File: config.mk
export PLATFORM = sky130hd
export DESIGN_NAME = mse_serial_master
export DESIGN_NICKNAME = d
export VERILOG_FILES = /design/src/rtl/mse_pkg.sv /design/src/rtl/mse_sync2.sv /design/src/rtl/mse_serial_master.sv
export SDC_FILE = /design/constraint.sdc
export NUM_CORES = 1
export LEC_CHECK = 0
export CELL_PAD_IN_SITES_DETAIL_PLACEMENT = 1
export CELL_PAD_IN_SITES_GLOBAL_PLACEMENT = 1
export CORE_ASPECT_RATIO = 1.1
export CORE_MARGIN = 4
export CORE_UTILIZATION = 44
export CTS_BUF_LIST = sky130_fd_sc_hd__clkbuf_16
export CTS_CLUSTER_SIZE = 20
export DETAILED_ROUTE_END_ITERATION = 10
export PLACE_DENSITY_LB_ADDON = 0.1
export SYNTH_ARGS = -nofsm -noshare
export SYNTH_HDL_FRONTEND = slang
export SYNTH_SLANG_ARGS = --single-unit
File: constraint.sdc
create_clock -name clk -period 2.8 [get_ports clk]
set_input_delay 0.28 -clock clk [delete_from_list [all_inputs] [get_ports clk]]
set_output_delay 0.28 -clock clk [all_outputs]
set_load 0.02 [all_outputs]
File: src/rtl/mse_pkg.sv
`default_nettype none
// ============================================================================
// Module : mse_pkg
// Brief  : Shared types and constants for the MSE per-lane serial master.
// Rev    : 1.0  initial release
// ============================================================================
package mse_pkg;

  typedef enum logic [1:0] {
    IDLE     = 2'd0,
    WAIT_RDY = 2'd1,
    SHIFT    = 2'd2,
    LATCH    = 2'd3
  } mse_state_t;

  localparam logic DIR_OUT     = 1'b1;
  localparam logic DIR_IN      = 1'b0;
  localparam int   MSE_LANES   = 7;
  localparam int   SYNC_STAGES = 2;

endpackage
`default_nettype wire

File: src/rtl/mse_sync2.sv
`default_nettype none
// ============================================================================
// Module : mse_sync2
// Brief  : Two-flop synchroniser with asynchronous active-low reset.
// Rev    : 1.0  initial release
// ============================================================================
module mse_sync2 (
  input  logic clk,
  input  logic rst_n,
  input  logic i_d,
  output logic o_q
);

  logic r_meta;
  logic r_q;

  always_ff @(posedge clk or negedge rst_n) begin
    if (!rst_n) begin
      r_meta <= 1'b0;
      r_q    <= 1'b0;
    end else begin
      r_meta <= i_d;
      r_q    <= r_meta;
    end
  end

  assign o_q = r_q;

endmodule
`default_nettype wire

File: src/rtl/mse_serial_master.sv
`default_nettype none
// ============================================================================
// Module : mse_serial_master
// Brief  : Per-lane MSE serial engine: parallel word out on SDI under an SLE
//          frame gated by SRDY, SDO sampled back into a parallel word.
// Rev    : 1.0  initial release
// ============================================================================
module mse_serial_master
  import mse_pkg::*;
#(
  parameter int DATA_W    = 16,
  parameter int CLK_DIV   = 4,
  parameter int TIMEOUT   = 1024,
  parameter int MSB_FIRST = 1
) (
  input  logic              clk,
  input  logic              rst_n,
  input  logic [DATA_W-1:0] i_tx_data,
  input  logic              i_tx_valid,
  output logic              o_tx_ready,
  output logic [DATA_W-1:0] o_rx_data,
  output logic              o_rx_valid,
  output logic              o_timeout_err,
  output logic              o_busy,
  output logic              o_sdi_i,
  output logic              o_sdi_dir,
  output logic              o_sdo_i,
  output logic              o_sdo_dir,
  input  logic              i_sdo_o,
  output logic              o_sle_i,
  output logic              o_sle_dir,
  output logic              o_srdy_i,
  output logic              o_srdy_dir,
  input  logic              i_srdy_o
);

  localparam int c_DIV_W  = $clog2(CLK_DIV);
  localparam int c_BIT_W  = $clog2(DATA_W);
  localparam int c_WAIT_W = $clog2(TIMEOUT + SYNC_STAGES + 1);

  localparam logic [c_DIV_W-1:0]  c_DIV_LAST   = c_DIV_W'(CLK_DIV - 1);
  localparam logic [c_DIV_W-1:0]  c_DIV_SAMPLE = c_DIV_W'(CLK_DIV / 2 - 1);
  localparam logic [c_BIT_W-1:0]  c_BIT_LAST   = c_BIT_W'(DATA_W - 1);
  localparam logic [c_WAIT_W-1:0] c_WAIT_MAX   = c_WAIT_W'(TIMEOUT);
  localparam logic [c_WAIT_W-1:0] c_WAIT_FRESH = c_WAIT_W'(SYNC_STAGES);

  mse_state_t          r_state;
  logic [DATA_W-1:0]   r_tx_sh;
  logic [DATA_W-1:0]   r_rx_sh;
  logic [DATA_W-1:0]   r_rx_data;
  logic [c_DIV_W-1:0]  r_div_cnt;
  logic [c_BIT_W-1:0]  r_bit_cnt;
  logic [c_WAIT_W-1:0] r_wait_cnt;
  logic                r_tx_ready;
  logic                r_rx_valid;
  logic                r_timeout_err;
  logic                r_busy;
  logic                r_sdi;
  logic                r_sle;
  logic                r_pad_en;

  logic                w_srdy_s;
  logic [DATA_W-1:0]   w_tx_shifted;
  logic [DATA_W-1:0]   w_rx_shifted;
  logic                w_first_bit;
  logic                w_next_bit;

  mse_sync2 u_srdy_sync (
    .clk   (clk),
    .rst_n (rst_n),
    .i_d   (i_srdy_o),
    .o_q   (w_srdy_s)
  );

  assign w_tx_shifted = (MSB_FIRST != 0) ? {r_tx_sh[DATA_W-2:0], 1'b0}
                                         : {1'b0, r_tx_sh[DATA_W-1:1]};
  assign w_rx_shifted = (MSB_FIRST != 0) ? {r_rx_sh[DATA_W-2:0], i_sdo_o}
                                         : {i_sdo_o, r_rx_sh[DATA_W-1:1]};
  assign w_first_bit  = (MSB_FIRST != 0) ? r_tx_sh[DATA_W-1] : r_tx_sh[0];
  assign w_next_bit   = (MSB_FIRST != 0) ? r_tx_sh[DATA_W-2] : r_tx_sh[1];

  always_ff @(posedge clk or negedge rst_n) begin
    if (!rst_n) begin
      r_state       <= IDLE;
      r_tx_sh       <= '0;
      r_rx_sh       <= '0;
      r_rx_data     <= '0;
      r_div_cnt     <= '0;
      r_bit_cnt     <= '0;
      r_wait_cnt    <= '0;
      r_tx_ready    <= 1'b0;
      r_rx_valid    <= 1'b0;
      r_timeout_err <= 1'b0;
      r_busy        <= 1'b0;
      r_sdi         <= 1'b0;
      r_sle         <= 1'b0;
      r_pad_en      <= DIR_IN;
    end else begin
      r_pad_en      <= DIR_OUT;
      r_rx_valid    <= 1'b0;
      r_timeout_err <= 1'b0;
      case (r_state)
        IDLE: begin
          r_sle <= 1'b0;
          r_sdi <= 1'b0;
          if (i_tx_valid && r_tx_ready) begin
            r_tx_sh    <= i_tx_data;
            r_tx_ready <= 1'b0;
            r_busy     <= 1'b1;
            r_wait_cnt <= '0;
            r_state    <= WAIT_RDY;
          end else begin
            r_tx_ready <= 1'b1;
          end
        end
        WAIT_RDY: begin
          // Ready is trusted only once resampled after the accept, so a
          // level left over from the previous frame cannot start this one.
          if (w_srdy_s && (r_wait_cnt >= c_WAIT_FRESH)) begin
            r_sle     <= 1'b1;
            r_sdi     <= w_first_bit;
            r_div_cnt <= '0;
            r_bit_cnt <= '0;
            r_state   <= SHIFT;
          end else if (r_wait_cnt >= c_WAIT_MAX) begin
            r_timeout_err <= 1'b1;
            r_tx_ready    <= 1'b1;
            r_busy        <= 1'b0;
            r_state       <= IDLE;
          end else begin
            r_wait_cnt <= r_wait_cnt + 1'b1;
          end
        end
        SHIFT: begin
          if (r_div_cnt == c_DIV_SAMPLE) begin
            r_rx_sh <= w_rx_shifted;
          end
          if (r_div_cnt == c_DIV_LAST) begin
            r_div_cnt <= '0;
            if (r_bit_cnt == c_BIT_LAST) begin
              r_bit_cnt <= '0;
              r_sle     <= 1'b0;
              r_sdi     <= 1'b0;
              r_state   <= LATCH;
            end else begin
              r_bit_cnt <= r_bit_cnt + 1'b1;
              r_tx_sh   <= w_tx_shifted;
              r_sdi     <= w_next_bit;
            end
          end else begin
            r_div_cnt <= r_div_cnt + 1'b1;
          end
        end
        LATCH: begin
          if (r_div_cnt == c_DIV_LAST) begin
            r_div_cnt  <= '0;
            r_rx_data  <= r_rx_sh;
            r_rx_valid <= 1'b1;
            r_tx_ready <= 1'b1;
            r_busy     <= 1'b0;
            r_state    <= IDLE;
          end else begin
            r_div_cnt <= r_div_cnt + 1'b1;
          end
        end
        default: r_state <= IDLE;
      endcase
    end
  end

  assign o_tx_ready    = r_tx_ready;
  assign o_rx_data     = r_rx_data;
  assign o_rx_valid    = r_rx_valid;
  assign o_timeout_err = r_timeout_err;
  assign o_busy        = r_busy;
  assign o_sdi_i       = r_sdi;
  assign o_sle_i       = r_sle;
  assign o_sdi_dir     = r_pad_en;
  assign o_sle_dir     = r_pad_en;
  assign o_sdo_i       = 1'b0;
  assign o_srdy_i      = 1'b0;
  assign o_sdo_dir     = DIR_IN;
  assign o_srdy_dir    = DIR_IN;

endmodule
`default_nettype wire

==> results of run 1 <==
## registers in the layout (all words and copies together) (netlist names), 2 cells and up, named ones only
register,flops
r_wait_cnt,11
o_rx_data,16
r_rx_sh,16
r_tx_sh,16
r_div_cnt,2
r_bit_cnt,4
## worst paths after layout
| kind | startpoint | to | cells after the start |
|---|---|---|---|
| worst max register to register | r_state[0] | r_bit_cnt[3] | 6 |
| worst min-delay path | rst_n | r_wait_cnt[3] | 1 |
| worst max-delay path | r_state[0] | r_bit_cnt[3] | 6 |
| min in group clk | u_srdy_sync.r_meta | u_srdy_sync.o_q | 0 |
| max in group asynchronous | rst_n | o_tx_ready | 1 |
| worst min register to register | u_srdy_sync.r_meta | u_srdy_sync.o_q | 0 |
## kinds of logic after synthesis
group / count (synthesis) / share of synthesized area
other: 2 / 0.002067
buffers and inverters: 23 / 0.03030
muxes: 67 / 0.2063
adders and majority gates: 9 / 0.03099
AOI/OAI and AO/OA: 46 / 0.09228
DFF: 76 / 0.5234
and+or+nand+nor: 72 / 0.1147
## placed cells by master, fill, tap and decap left out, drive strengths merged, types with 3 or more instances in the layout
cell,count
mux2,63
nor2b,7
a21oi,5
o31ai,6
clkdlybuf4s50,43
dfrtp,76
nand2b,4
clkinvlp,3
ha,9
nor3,3
buf,5
nor4,5
nand3,7
a22o,4
nand4,3
conb,5
nor2,12
clkbuf,9
mux2i,4
nand2,15
or4,3
o41ai,4
inv,11
o21ai,12
## metal layers
layer / wire (um) / part of all wire / GRT usage / vias up
met2: 4009 / 0.51 / 0.2934 / 29
met1: 3464 / 0.44 / 0.2176 / 1265
li1: - / - / - / 1175
met4: 89 / 0.011 / 0.07103 / 0
met5: 0 / 0 / 0 / -
met3: 235 / 0.030 / 0.03618 / 7
## per-stage QoR
stage	cell area, um^2	util	hold WS, ns	total power [mW]
floorplan	3645	-	-0.01559	2.599
global placement	4172	0.5216	0.3357	3.002
detailed placement	4172	0.5216	0.3387	3.053
CTS	4471	0.5590	0.1461	4.242
global route	4471	0.5590	0.1649	4.464
finish	4471	0.5590	0.07801	4.193
## power groups by stage
stage / clock (mW) / sequential (mW) / combinational [mW]
2_1_floorplan: 0 / 1.52 / 1.08
3_3_place_gp: 0 / 1.52 / 1.49
3_5_place_dp: 0 / 1.53 / 1.52
4_1_cts: 1.19 / 1.51 / 1.54
5_1_grt: 1.24 / 1.54 / 1.69
6_report: 1.16 / 1.51 / 1.52
## final cells by class
class / instances / share of cell area
multi-input cells: 199 / 0.3652
clock buffers: 9 / 0.05038
clock inverters: 7 / 0.01651
repair buffers: 48 / 0.1047
inverters: 9 / 0.007557
well taps: 108 / 0.03023
flip-flops and latches: 76 / 0.4254
## critical path, stage by stage (launching register included)
cell,delay [ns]
dfrtp_1,0.43
inv_1,0.13
ha_1,0.51
nor2_1,0.10
or3_1,0.43
or2_1,0.27
a22o_1,0.24
==> run_results.csv, run 1 <==
group,metric,value,unit
status,outcome,"finished, final reports clean",
logic_synthesis,synth.distinct_cells,49,
power_and_ir_drop,seqPwrFrac,0.360,
routing,drt_first_pass_iters,4,
logic_synthesis,synthTopCellsByCount,"dfrtp_1 (76), mux2_2 (63), nand2_1 (15), nor2_1 (12), o21ai_0 (10)",
power_and_ir_drop,p_int,2.742,mW
routing,viasPerCell,5.430,
logic_synthesis,synth_edf_count,0,
routing,ant_nets,0,
logic_synthesis,ys_warn_count,0,
worst_setup_path,reg2reg_setup_slack,0.57,ns
timing,timing.final.crit_period,2.232,ns
power_and_ir_drop,clkPwrFrac,0.277,
placement,portBuffers,44,
routing,wl,7799,um
logic_synthesis,synth_ff_type,"dfrtp_1",
routing,vias,2476,
worst_setup_path,crit_path_start_kind,"flop",
layout,fillerInstances,883,
floorplanning,fp.dieArea,9778,um^2
cts,cts_tree,"built",
floorplanning,num_rows,34,
global_route,grt_pass1_wl,13350,um
worst_setup_path,worstPathRequired,3.01,ns
logic_synthesis,synth_area_leaders,"dfrtp_1 (52%), mux2_2 (20%), ha_1 (3.1%)",
placement,dp_hpwl,5357,um
floorplanning,core,7998,um^2
layout,synthToLayoutAreaGrowth,23.04,%
worst_hold_path,hp-class,"input pin to async pin",
worst_setup_path,crit_path_end_kind,"flop",
placement,place_ws,0.6221,ns
global_route,gr-total-overflow,0,
cts,post_cts_buffers,0,
cts,cts.sinks,76,
layout,antennaDiodeCount,0,
worst_setup_path,cp.arrival,2.44,ns
timing,setup_tns,0,ns
timing,fmax,448.1,MHz
floorplanning,die_x,94.65,um
logic_synthesis,synth.largest_area_cell,"dfrtp_1",
cts,cts_buffer_depth,2,
logic_synthesis,synth_top_area_frac,0.5234,
logic_synthesis,synth-async-reset-ratio,1.000,
timing,worst_pin_slew,0.9570,ns
logic_synthesis,synth_area_per_cell,12.32,um^2
power_and_ir_drop,p_leak,1.989,nW
timing,hold_violations,0,
power_and_ir_drop,switching_share,0.3461,
global_route,gr-usage-all-layers,0.1735,
global_route,grt_antenna_before_repair,0,
layout,multi_input_area,1633,um^2
cts,clk_latency,0.33,ns
cts,htree_levels,3,
cts,cts_resized,0,
power_and_ir_drop,p_comb_frac,0.364,
timing,relSlewSlack,0.3620,
routing,post_drt_wl_per_cell,17.10,um
worst_setup_path,setup.worst_path.class,"flop to flop",
timing,timing.final.crit_share,0.7970,
floorplanning,ioPinCount,49,
placement,gp_congestion,0.8007,
flow_run,cap_viol_max_count,0,
timing,fin_worst_skew,0.007939,ns
power_and_ir_drop,peakVddDrop,0.3154,mV
logic_synthesis,synth_area,3633,um^2
layout,register_area,1902,um^2
layout,drive_gt1_frac,0.2557,
floorplanning,die_y,103.3,um
logic_synthesis,ys_ff_latch,76,
cts,clk_pin_slew,0.06,ns
routing,drt_iter0_markers,77,
cts,hold_buffers,0,
layout,nets,373,
timing,fin_ws,0.5684,ns
global_route,grt_max_degree,77,
timing,slew_viol_final,0,
cts,cts_root_buffer,"clkbuf_16",
power_and_ir_drop,p_switching,1.451,mW
worst_setup_path,crit_fanout,15,
placement,place_inst,440,
logic_synthesis,yosysSeqAreaShare,0.5234,
logic_synthesis,yosysMostFrequentCell,"dfrtp_1",
floorplanning,initial_core_util,0.4543,
global_route,grt_pass1_vias,2772,
logic_synthesis,syn_inst,295,
timing,rsz0062_at_grt,"false",
power_and_ir_drop,pwr_density_cell,937.9,nW/um^2
cts,cts_buffers,9,
routing,drc_errors,0,
timing,setup_viol,0,
layout,finalNonFillerCells,456,
Power figures use the tool's default switching activity.
==> run 2: changes to the inputs <==
--- a/config.mk
+++ b/config.mk
@@ -9,7 +9,7 @@
 export CELL_PAD_IN_SITES_GLOBAL_PLACEMENT = 1
 export CORE_ASPECT_RATIO = 1.1
 export CORE_MARGIN = 4
-export CORE_UTILIZATION = 44
+export CORE_UTILIZATION = 40
 export CTS_BUF_LIST = sky130_fd_sc_hd__clkbuf_16
 export CTS_CLUSTER_SIZE = 20
 export DETAILED_ROUTE_END_ITERATION = 10
==> constraint.sdc (replaced) <==
create_clock -name clk -period 1.95 [get_ports clk]
set_input_delay 0.195 -clock clk [delete_from_list [all_inputs] [get_ports clk]]
set_output_delay 0.195 -clock clk [all_outputs]
set_load 0.02 [all_outputs]
==> run_results.csv, run 2 (synthesis gave the netlist of run 1 again) <==
group,metric,value,unit
routing,drc_errors,0,
timing,slew_viol_final,0,
power_and_ir_drop,p_leak,2.207,nW
floorplanning,core,8874,um^2
floorplanning,initial_core_util,0.4095,
timing,hold_violations,0,
power_and_ir_drop,p_total,6.810,mW
floorplanning,fp.dieArea,10670,um^2
placement,dp_hpwl,6047,um
flow_run,cap_viol_max_count,0,
placement,place_ws,-0.04170,ns
floorplanning,die_x,98.88,um
layout,fin_area,4882,um^2
layout,antennaDiodeCount,0,
status,outcome,"finished with violations",
worst_setup_path,cp_cell_sequence,"ha_4, nor4_4, a311oi_2, buf_4, nor4_1, mux2i_1",
timing,fin_ws,-0.01143,ns
power_and_ir_drop,switching_share,0.3368,
cts,cts.sinks,76,
global_route,gr-usage-all-layers,0.1696,
placement,portBuffers,44,
timing,fmax,509.8,MHz
cts,clk_latency,0.33,ns
routing,wl,8813,um
worst_hold_path,hp-class,"input pin to flop",
timing,fin_worst_skew,0.005554,ns
routing,post_drt_wl_per_cell,17.66,um
layout,layout_common_cells,"dfrtp_1 (76), mux2_2 (63), clkdlybuf4s50_1 (43), buf_4 (38), nand2_1 (15)",
worst_setup_path,worstPathRequired,2.20,ns
routing,drt_iter0_markers,100,
global_route,grt_pass1_vias,2855,
power_and_ir_drop,p_switching,2.294,mW
global_route,grt_pass1_wl,14320,um
worst_setup_path,crit_fanout,6,
timing,whs,0.3078,ns
layout,fillerInstances,923,
timing,timing.final.crit_period,1.961,ns
timing,setup_viol,3,
timing,timing.final.crit_share,1.006,
global_route,grt_max_degree,41,
worst_setup_path,crit_path_end_kind,"flop",
power_and_ir_drop,pwr_density_cell,1395,nW/um^2
cts,cts_buffers,9,
power_and_ir_drop,seqPwrFrac,0.318,
floorplanning,die_y,108.0,um
routing,vias,2658,
floorplanning,ioPinCount,49,
cts,cts_buffer_depth,2,
worst_setup_path,critPathSlowestCell,"dfrtp_1",
power_and_ir_drop,p_comb_frac,0.422,
cts,cts_tree,"built",
routing,viasPerCell,5.327,
routing,drt_first_pass_iters,4,
global_route,gr-total-overflow,0,
status,failed_checks,"negative setup slack",
power_and_ir_drop,clkPwrFrac,0.260,
worst_setup_path,setup.worst_path.class,"flop to flop",
layout,finalNonFillerCells,499,
placement,gp_congestion,0.8416,
power_and_ir_drop,p_int,4.516,mW
layout,final_common_cell,"dfrtp_1",
layout,nets,410,
routing,ant_nets,0,
layout,drive_gt1_frac,0.3584,
placement,place_inst,478,
layout,synthToLayoutAreaGrowth,34.37,%
worst_setup_path,critPathBufInv,1,
cts,cts_root_buffer,"clkbuf_16",
placement,placed_area,4444,um^2
cts,clk_pin_slew,0.06,ns
timing,rsz0062_at_grt,"true",
worst_setup_path,cp_slowest_stage_delay,0.43,ns
global_route,grt_antenna_before_repair,0,
worst_setup_path,cp_top_family,"simple AND/OR/NAND/NOR gates",
cts,htree_levels,3,
power_and_ir_drop,peakVddDrop,0.7120,mV
worst_setup_path,cp.arrival,2.21,ns
floorplanning,num_rows,36,
worst_setup_path,crit_path_start_kind,"flop",
[run 2: final timing paths]
check	from	to	slack, ns	depth (start not counted)
max in group asynchronous	rst_n	r_rx_sh[7]	1.01	3
hold reg to reg	u_srdy_sync.r_meta	u_srdy_sync.o_q	0.35	0
setup reg to reg	r_wait_cnt[1]	r_wait_cnt[8]	-0.01	6
setup / recovery	r_wait_cnt[1]	r_wait_cnt[8]	-0.01	6
min in group asynchronous	rst_n	r_bit_cnt[1]	0.37	2
hold / removal	i_srdy_o	u_srdy_sync.r_meta	0.31	1
[run 2: area by class of cell]
class | count | area, um^2 | share of cell area
repair buffers | 85 | 770.7 | 0.1579
clock inverters | 7 | 91.34 | 0.01871
flip-flops and latches | 76 | 1902 | 0.3895
well taps | 114 | 142.6 | 0.02922
multi-input cells | 199 | 1717 | 0.3516
clock buffers | 9 | 225.2 | 0.04613
inverters | 9 | 33.78 | 0.006920
[run 2: worst reg2reg max path, stage by stage, from the launching register on]
cell and delay [ns]:
dfrtp_1 0.43, ha_4 0.19, nor4_4 0.31, a311oi_2 0.13
buf_4 0.18, nor4_1 0.41, mux2i_1 0.23
[run 2: power groups by stage]
stage                     logic (mW)  clock network, mW  registers [mW]
final                           2.87               1.77            2.17
after detailed placement        2.66                  0            2.18
after global placement          2.60                  0            2.16
after global routing            3.14               1.89            2.21
after floorplan                 1.56                  0            2.19
after CTS                       2.71               1.81            2.16
[run 2: routing by layer]
metal  share of wire  track usage  up-vias
li1                -            -     1244
met1            0.44       0.2111     1359
met5               0            0        -
met2            0.50       0.2879       42
met3           0.030      0.03097       13
met4           0.022      0.07512        0
[run 2: timing repair]
item	in CTS	in global routing
gates cloned	0	0
hold buffers	1	0
pin swaps	0	10
buffers inserted	0	4
hold endpoints to repair	36	0
gates resized for setup	2	16
endpoints found under the setup margin	2	20
[run 2: metrics by stage]
stage | TNS, ns | util
6_report | -0.03153 | 0.5502
5_1_grt | -1.569 | 0.5502
4_1_cts | 0 | 0.5382
3_5_place_dp | -0.04170 | 0.5008
3_3_place_gp | 0 | 0.5008
2_1_floorplan | 0 | -
